<file path="src/rtl/dmem_image_loader_pkg.sv">
// -----------------------------------------------------------------------------
// dmem_image_loader_pkg
// Shared constants for the data-memory image loader, the dmem wrapper and the
// bench: memory geometry, linear word-index split, loader FSM encodings and a
// helper that tells which states accept stream bytes.
// -----------------------------------------------------------------------------
package dmem_image_loader_pkg;

  localparam int BANKS      = 64;
  localparam int BANK_DEPTH = 512;
  localparam int DATA_W     = 32;
  localparam int IDX_W      = 15;
  localparam int ADDR_W     = 9;              // word address bits within a bank
  localparam int BANK_W     = IDX_W - ADDR_W; // bank select bits

  localparam logic [31:0] MAX_WORDS = 32'd32768;

  localparam logic [IDX_W-1:0] IDX_ZERO = {IDX_W{1'b0}};
  localparam logic [IDX_W-1:0] IDX_ONE  = {{(IDX_W-1){1'b0}}, 1'b1};

  // Loader FSM encodings
  localparam logic [2:0] ST_IDLE  = 3'd0;
  localparam logic [2:0] ST_LEN   = 3'd1;
  localparam logic [2:0] ST_DATA  = 3'd2;
  localparam logic [2:0] ST_WRITE = 3'd3;
  localparam logic [2:0] ST_CHK   = 3'd4;
  localparam logic [2:0] ST_DONE  = 3'd5;
  localparam logic [2:0] ST_ERR   = 3'd6;

  // States in which the loader pulls bytes from the stream.
  function automatic logic stream_state(input logic [2:0] st);
    logic res;
    case (st)
      ST_LEN, ST_DATA, ST_CHK: res = 1'b1;
      default:                 res = 1'b0;
    endcase
    return res;
  endfunction

endpackage

</file>
<file path="src/rtl/dmem_image_loader_word_asm.sv">
// -----------------------------------------------------------------------------
// dmem_image_loader_word_asm
// Big-endian 4-byte word assembler used for the length, data and checksum
// fields. The first accepted byte lands in [31:24]. word_o is the complete word
// including the byte being accepted right now, so word_ready_o (high on the
// 4th accepted byte) and word_o can be consumed on the same clock edge.
//
// Ports:
//   clk           system clock
//   rst           asynchronous active-low reset
//   clr_i         synchronous clear of byte counter and partial word
//   byte_valid_i  a byte is accepted this cycle
//   byte_i        accepted byte
//   word_o        assembled word (valid when word_ready_o is high)
//   word_ready_o  pulse: 4th byte of a word accepted this cycle
// -----------------------------------------------------------------------------
module dmem_image_loader_word_asm (
  input  logic        clk,
  input  logic        rst,
  input  logic        clr_i,
  input  logic        byte_valid_i,
  input  logic [7:0]  byte_i,
  output logic [31:0] word_o,
  output logic        word_ready_o
);

  // Only the first three bytes need storage; the fourth is taken live.
  logic [23:0] shift_q, shift_d;
  logic [1:0]  cnt_q, cnt_d;

  // Next-state for the partial word and byte counter
  always_comb begin
    shift_d = shift_q;
    cnt_d   = cnt_q;
    if (clr_i) begin
      shift_d = 24'h00_0000;
      cnt_d   = 2'd0;
    end else if (byte_valid_i) begin
      shift_d = {shift_q[15:0], byte_i};
      cnt_d   = cnt_q + 2'd1;  // wraps to 0 after the 4th byte
    end else begin
      shift_d = shift_q;
      cnt_d   = cnt_q;
    end
  end

  // Partial word and byte counter registers
  always_ff @(posedge clk or negedge rst) begin
    if (!rst) begin
      shift_q <= 24'h00_0000;
      cnt_q   <= 2'd0;
    end else begin
      shift_q <= shift_d;
      cnt_q   <= cnt_d;
    end
  end

  assign word_o       = {shift_q, byte_i};
  assign word_ready_o = byte_valid_i & ~clr_i & (cnt_q == 2'd3);

endmodule

</file>
<file path="src/rtl/dmem_image_loader.sv">
// -----------------------------------------------------------------------------
// dmem_image_loader
// Fills the 64-bank x 512-word data memory from a byte stream and keeps the
// core in reset until a complete, checksum-verified image has been written.
// Image: 4-byte word count N, N 32-bit words, 4-byte XOR checksum, all MSB
// byte first. Words go to linear index 0..N-1, split as bank = idx[14:9],
// addr = idx[8:0].
//
// Ports:
//   clk        system clock, rising edge
//   rst        asynchronous active-low reset
//   start      one-cycle pulse, begins a load (honoured in IDLE/DONE/ERR)
//   in_valid   byte available on in_data
//   in_data    stream byte
//   in_ready   loader accepts the byte this cycle
//   mem_we     one-cycle dmem write strobe
//   mem_bank   dmem bank select
//   mem_addr   word address within the bank
//   mem_wdata  word to write
//   cpu_hold   holds the core in reset while high
//   done       image loaded and verified
//   err        length overflow or checksum mismatch
// -----------------------------------------------------------------------------
module dmem_image_loader
  import dmem_image_loader_pkg::*;
(
  input  logic              clk,
  input  logic              rst,
  input  logic              start,
  input  logic              in_valid,
  input  logic [7:0]        in_data,
  output logic              in_ready,
  output logic              mem_we,
  output logic [BANK_W-1:0] mem_bank,
  output logic [ADDR_W-1:0] mem_addr,
  output logic [DATA_W-1:0] mem_wdata,
  output logic              cpu_hold,
  output logic              done,
  output logic              err
);

  logic [2:0]        state_q, state_d;
  logic [IDX_W-1:0]  idx_q, idx_d;
  logic [IDX_W-1:0]  last_q, last_d;      // N-1, index of the final word
  logic [31:0]       chk_q, chk_d;        // running XOR of written words
  logic              in_ready_q, in_ready_d;
  logic              mem_we_q, mem_we_d;
  logic [BANK_W-1:0] mem_bank_q, mem_bank_d;
  logic [ADDR_W-1:0] mem_addr_q, mem_addr_d;
  logic [DATA_W-1:0] mem_wdata_q, mem_wdata_d;
  logic              cpu_hold_q, cpu_hold_d;
  logic              done_q, done_d;
  logic              err_q, err_d;

  logic              xfer_s;
  logic              asm_clr_s;
  logic [31:0]       asm_word_s;
  logic              asm_ready_s;

  // A byte is consumed only when the registered ready is presented.
  assign xfer_s = in_valid & in_ready_q;

  dmem_image_loader_word_asm u_word_asm (
    .clk          (clk),
    .rst          (rst),
    .clr_i        (asm_clr_s),
    .byte_valid_i (xfer_s),
    .byte_i       (in_data),
    .word_o       (asm_word_s),
    .word_ready_o (asm_ready_s)
  );

  // FSM next-state and datapath next values
  always_comb begin
    state_d     = state_q;
    idx_d       = idx_q;
    last_d      = last_q;
    chk_d       = chk_q;
    mem_we_d    = 1'b0;
    mem_bank_d  = mem_bank_q;
    mem_addr_d  = mem_addr_q;
    mem_wdata_d = mem_wdata_q;
    asm_clr_s   = 1'b0;

    case (state_q)
      ST_IDLE, ST_DONE, ST_ERR: begin
        if (start) begin
          state_d   = ST_LEN;
          idx_d     = IDX_ZERO;
          chk_d     = 32'h0000_0000;
          asm_clr_s = 1'b1;
        end else begin
          state_d = state_q;
        end
      end
      ST_LEN: begin
        if (asm_ready_s) begin
          // Truncated N-1; N = 32768 yields 32767, the last legal index.
          last_d = asm_word_s[IDX_W-1:0] - IDX_ONE;
          if (asm_word_s == 32'h0000_0000) begin
            state_d = ST_CHK;
          end else if (asm_word_s > MAX_WORDS) begin
            state_d = ST_ERR;
          end else begin
            state_d = ST_DATA;
          end
        end else begin
          state_d = ST_LEN;
        end
      end
      ST_DATA: begin
        if (asm_ready_s) begin
          // Outputs are registered, so the strobe is set up on entry to WRITE.
          state_d     = ST_WRITE;
          mem_we_d    = 1'b1;
          mem_wdata_d = asm_word_s;
          mem_bank_d  = idx_q[IDX_W-1:ADDR_W];
          mem_addr_d  = idx_q[ADDR_W-1:0];
        end else begin
          state_d = ST_DATA;
        end
      end
      ST_WRITE: begin
        chk_d = chk_q ^ mem_wdata_q;
        idx_d = idx_q + IDX_ONE;
        if (idx_q == last_q) begin
          state_d = ST_CHK;
        end else begin
          state_d = ST_DATA;
        end
      end
      ST_CHK: begin
        if (asm_ready_s) begin
          if (asm_word_s == chk_q) begin
            state_d = ST_DONE;
          end else begin
            state_d = ST_ERR;
          end
        end else begin
          state_d = ST_CHK;
        end
      end
      default: begin
        state_d = ST_IDLE;
      end
    endcase

    // Status outputs follow the state being entered so they line up with it.
    in_ready_d = stream_state(state_d);
    done_d     = (state_d == ST_DONE);
    err_d      = (state_d == ST_ERR);
    cpu_hold_d = (state_d != ST_DONE);
  end

  // State, datapath and registered outputs
  always_ff @(posedge clk or negedge rst) begin
    if (!rst) begin
      state_q     <= ST_IDLE;
      idx_q       <= IDX_ZERO;
      last_q      <= IDX_ZERO;
      chk_q       <= 32'h0000_0000;
      in_ready_q  <= 1'b0;
      mem_we_q    <= 1'b0;
      mem_bank_q  <= {BANK_W{1'b0}};
      mem_addr_q  <= {ADDR_W{1'b0}};
      mem_wdata_q <= {DATA_W{1'b0}};
      cpu_hold_q  <= 1'b1;
      done_q      <= 1'b0;
      err_q       <= 1'b0;
    end else begin
      state_q     <= state_d;
      idx_q       <= idx_d;
      last_q      <= last_d;
      chk_q       <= chk_d;
      in_ready_q  <= in_ready_d;
      mem_we_q    <= mem_we_d;
      mem_bank_q  <= mem_bank_d;
      mem_addr_q  <= mem_addr_d;
      mem_wdata_q <= mem_wdata_d;
      cpu_hold_q  <= cpu_hold_d;
      done_q      <= done_d;
      err_q       <= err_d;
    end
  end

  assign in_ready  = in_ready_q;
  assign mem_we    = mem_we_q;
  assign mem_bank  = mem_bank_q;
  assign mem_addr  = mem_addr_q;
  assign mem_wdata = mem_wdata_q;
  assign cpu_hold  = cpu_hold_q;
  assign done      = done_q;
  assign err       = err_q;

endmodule

</file>
<file path="config.mk">
export PLATFORM = sky130hd
export DESIGN_NAME = dmem_image_loader
export DESIGN_NICKNAME = d
export VERILOG_FILES = /design/src/rtl/dmem_image_loader_pkg.sv /design/src/rtl/dmem_image_loader_word_asm.sv /design/src/rtl/dmem_image_loader.sv
export SDC_FILE = /design/constraint.sdc
export NUM_CORES = 1
export LEC_CHECK = 0
export ABC_AREA = 1
export CORE_MARGIN = 3
export CORE_UTILIZATION = 60
export CTS_CLUSTER_SIZE = 10
export DETAILED_ROUTE_END_ITERATION = 8
export PLACE_DENSITY = 0.92
export SYNTH_ARGS = -nofsm -noshare
export SYNTH_HDL_FRONTEND = slang
export SYNTH_SLANG_ARGS = --single-unit
</file>
<file path="constraint.sdc">
create_clock -name clk -period 2.5 [get_ports clk]
set_clock_uncertainty 0.15 [all_clocks]
set_input_delay 0.5 -clock clk [delete_from_list [all_inputs] [get_ports clk]]
set_output_delay 0.5 -clock clk [all_outputs]
set_load 0.05 [all_outputs]
</file>
==> results.sh <==
export IMPL_layout_drive_gt1_share=0.09371
export IMPL_grt_max_degree=75
export IMPL_period_share=0.9577
export IMPL_fmax_mhz=417.7
export IMPL_cts_resized=0
export IMPL_io_buffers=63
export IMPL_hpwl_mm=11.37
export IMPL_dpl_cell_count=982
export IMPL_endpoint_kind="primary output"
export IMPL_grt_pass1_vias=5918
export IMPL_routed_wl_mm=17.58
export IMPL_ant_nets=0
export IMPL_seqCellArea_um2=3580
export IMPL_crit_family="buffers and inverters"
export IMPL_ys_seq_area_frac=0.5282
export IMPL_cts_made_buffers=17
export IMPL_tightest_slew_ns=0.5381
export IMPL_cts_sinks=143
export IMPL_drc=0
export IMPL_finish_utilization=0.7680
export IMPL_setup_tns_ns=0
export IMPL_drt_iter0_markers=630
export IMPL_slowest_stage="clkdlybuf4s50_1"
export IMPL_worstPathCellList="clkdlybuf4s50_1"
export IMPL_place_congestion=0.9115
export IMPL_setup_viol=0
export IMPL_synth_cells=783
export IMPL_viasPerCell=5.892
export IMPL_grt_first_pass_wirelength_mm=29.30
export IMPL_grt_usage=0.2910
export IMPL_path_buf_inv=1
export IMPL_post_route_min_period_ns=2.394
export IMPL_synth_edf_count=0
export IMPL_cts_root_buffer="clkbuf_16"
export IMPL_ys_dominant_reg_cell="dfrtp_1"
export IMPL_crit_required_ns=1.85
export IMPL_fillers=692
export IMPL_avgSynthCellArea_um2=8.656
export IMPL_hold_viol_final=0
export IMPL_syn2layout_area_growth_pct=23.91
export IMPL_antenna_found_initial=0
export IMPL_finish_net_count=878
export IMPL_ys_ff_latch=143
export IMPL_start_util=0.6198
export IMPL_drv_slew=0
export IMPL_syn_num_nets=799
export IMPL_cpPeakStageDelay_ns=0.81
export IMPL_async_flop_share=1.000
export IMPL_ir_worst_vdd_mv=0.9966
export IMPL_leakage_nw=3.845
export IMPL_holdWs_ns=0.3286
export IMPL_p_per_area_nw_per_um2=1203
export IMPL_crit_path_start_kind="flop"
export IMPL_die_w_um=112.3
export IMPL_grt_setup_unrepaired="no"
export IMPL_antenna_cells=0
export IMPL_clkLatencyLatePin_ns=0.43
export IMPL_synth_area_leader_cell="dfrtp_1"
export IMPL_wire_per_inst_um=17.32
export IMPL_layoutNonFillerInstCount=1015
export IMPL_ctsLongestPathBuffers=2
export IMPL_ys_types=37
export IMPL_arrival_ns=1.74
export IMPL_rows=38
export IMPL_path_clk_slew_ns=0.06
export IMPL_criticalPathCategory="reg2out"
export IMPL_hold_path_class="reg2reg"
export IMPL_cts_setup_buffers=0
export IMPL_coreArea_um2=10940
export IMPL_netlist_area_um2=6778
export IMPL_r2r_slack_ns=0.39
export IMPL_die_h_um=112.3
export IMPL_drt_pass1_iter_count=6
export IMPL_multiInputGateArea_um2=2758
export IMPL_cts_hold_buf=1
export IMPL_pin_count=64
export IMPL_status="completed"
export IMPL_critPathMaxFanout=1
export IMPL_slew_headroom=0.6402
export IMPL_yosysWarnings=0
export IMPL_drv_cap=0
export IMPL_die_area_um2=12610
export IMPL_yosysTopAreaCellShare=0.5243
export IMPL_synthTopCellsByArea="dfrtp_1, nand2_1, inv_1, o21ai_0, a22oi_1"
export IMPL_cts_tree="yes"
export IMPL_grt_ovfl_total=0
export IMPL_via_count=5980
export IMPL_total_power_w=0.01011
export IMPL_h_tree_depth=4
[cell families after synthesis]
logic type / synth area share
AO/OA/AOI/OAI: 0.1573
XOR/XNOR: 0.04781
adder cells (fa/ha/maj): 0.007384
buffers and inverters: 0.06738
flip-flops: 0.5282
AND/OR/NAND/NOR: 0.1920
[Yosys cell counts, types with 13 or more instances]
| cell | n |
|---|---|
| o21ai_0 | 58 |
| inv_1 | 81 |
| a22oi_1 | 32 |
| nand3_1 | 23 |
| a31oi_1 | 33 |
| nand2_1 | 204 |
| o22ai_1 | 25 |
| xnor2_1 | 27 |
| buf_2 | 14 |
| o21ai_1 | 16 |
| clkbuf_1 | 13 |
| nor2_1 | 52 |
| dfrtp_1 | 142 |
[final cells by class]
cell class | instances | area share
Sequential cell | 143 | 0.4263
Multi-Input combinational cell | 523 | 0.3284
Timing Repair Buffer | 88 | 0.1053
Clock buffer | 23 | 0.05810
Inverter | 89 | 0.03978
Clock inverter | 9 | 0.02131
Tap cell | 140 | 0.02086
[metrics by stage]
stage                     setup slack [ns]  area, µm²
final                               0.1058       8398
after floorplan                     0.6542       6778
after CTS                          0.09057       8398
after detailed placement          -0.03683       7721
after global placement             0.06589       7721
after global routing               0.08258       8398
[flip-flops by register name, summed over array words and instances (netlist names), 2 cells and up]
name,flops
u_word_asm.cnt_q,2
mem_addr,9
u_word_asm.shift_q,24
mem_bank,6
mem_wdata,32
state_q,3
idx_q,15
last_q,15
chk_q,32
[worst paths after layout]
| check | start | end | cells past startpoint |
|---|---|---|---|
| setup / recovery | cpu_hold | cpu_hold | 1 |
| hold / removal | mem_addr[3] | mem_addr[3] | 2 |
| setup reg to reg | state_q[0] | u_word_asm.shift_q[3] | 8 |
| hold reg to reg | mem_addr[3] | mem_addr[3] | 2 |
| max in group asynchronous | rst | cpu_hold | 3 |
| min in group asynchronous | rst | idx_q[13] | 2 |
[routing by layer]
metal | global-route usage | vias up | routed length [µm] | part of all wire
met5 | 0 | - | 0 | 0
met3 | 0.05175 | 52 | 1159 | 0.066
met1 | 0.3641 | 2887 | 6806 | 0.39
li1 | - | 2764 | - | -
met4 | 0.1274 | 0 | 564 | 0.032
met2 | 0.4978 | 277 | 9050 | 0.51
[cells in the final DEF (no fill, tap or decap), types with 3 or more instances in the layout]
cell	instances
a31oi_1	33
bufinv_16	5
nor2_2	3
inv_2	8
nor2_1	51
clkbuf_8	4
buf_12	5
nor3_1	3
o22ai_1	25
a21oi_1	9
xor2_1	10
buf_4	19
o21ai_1	16
clkbuf_16	17
xnor2_1	27
nor2_4	3
clkdlybuf4s50_1	62
o21ai_0	58
dfrtp_1	142
nand4_1	3
nand3_1	23
inv_1	81
a22oi_1	32
ha_1	4
nand2_1	204
[where the power goes]
part,switching [W],internal [W]
Sequential,0.000660,0.00295
Combinational,0.00239,0.00127
Clock,0.000968,0.00188
Power figures use the tool's default switching activity.
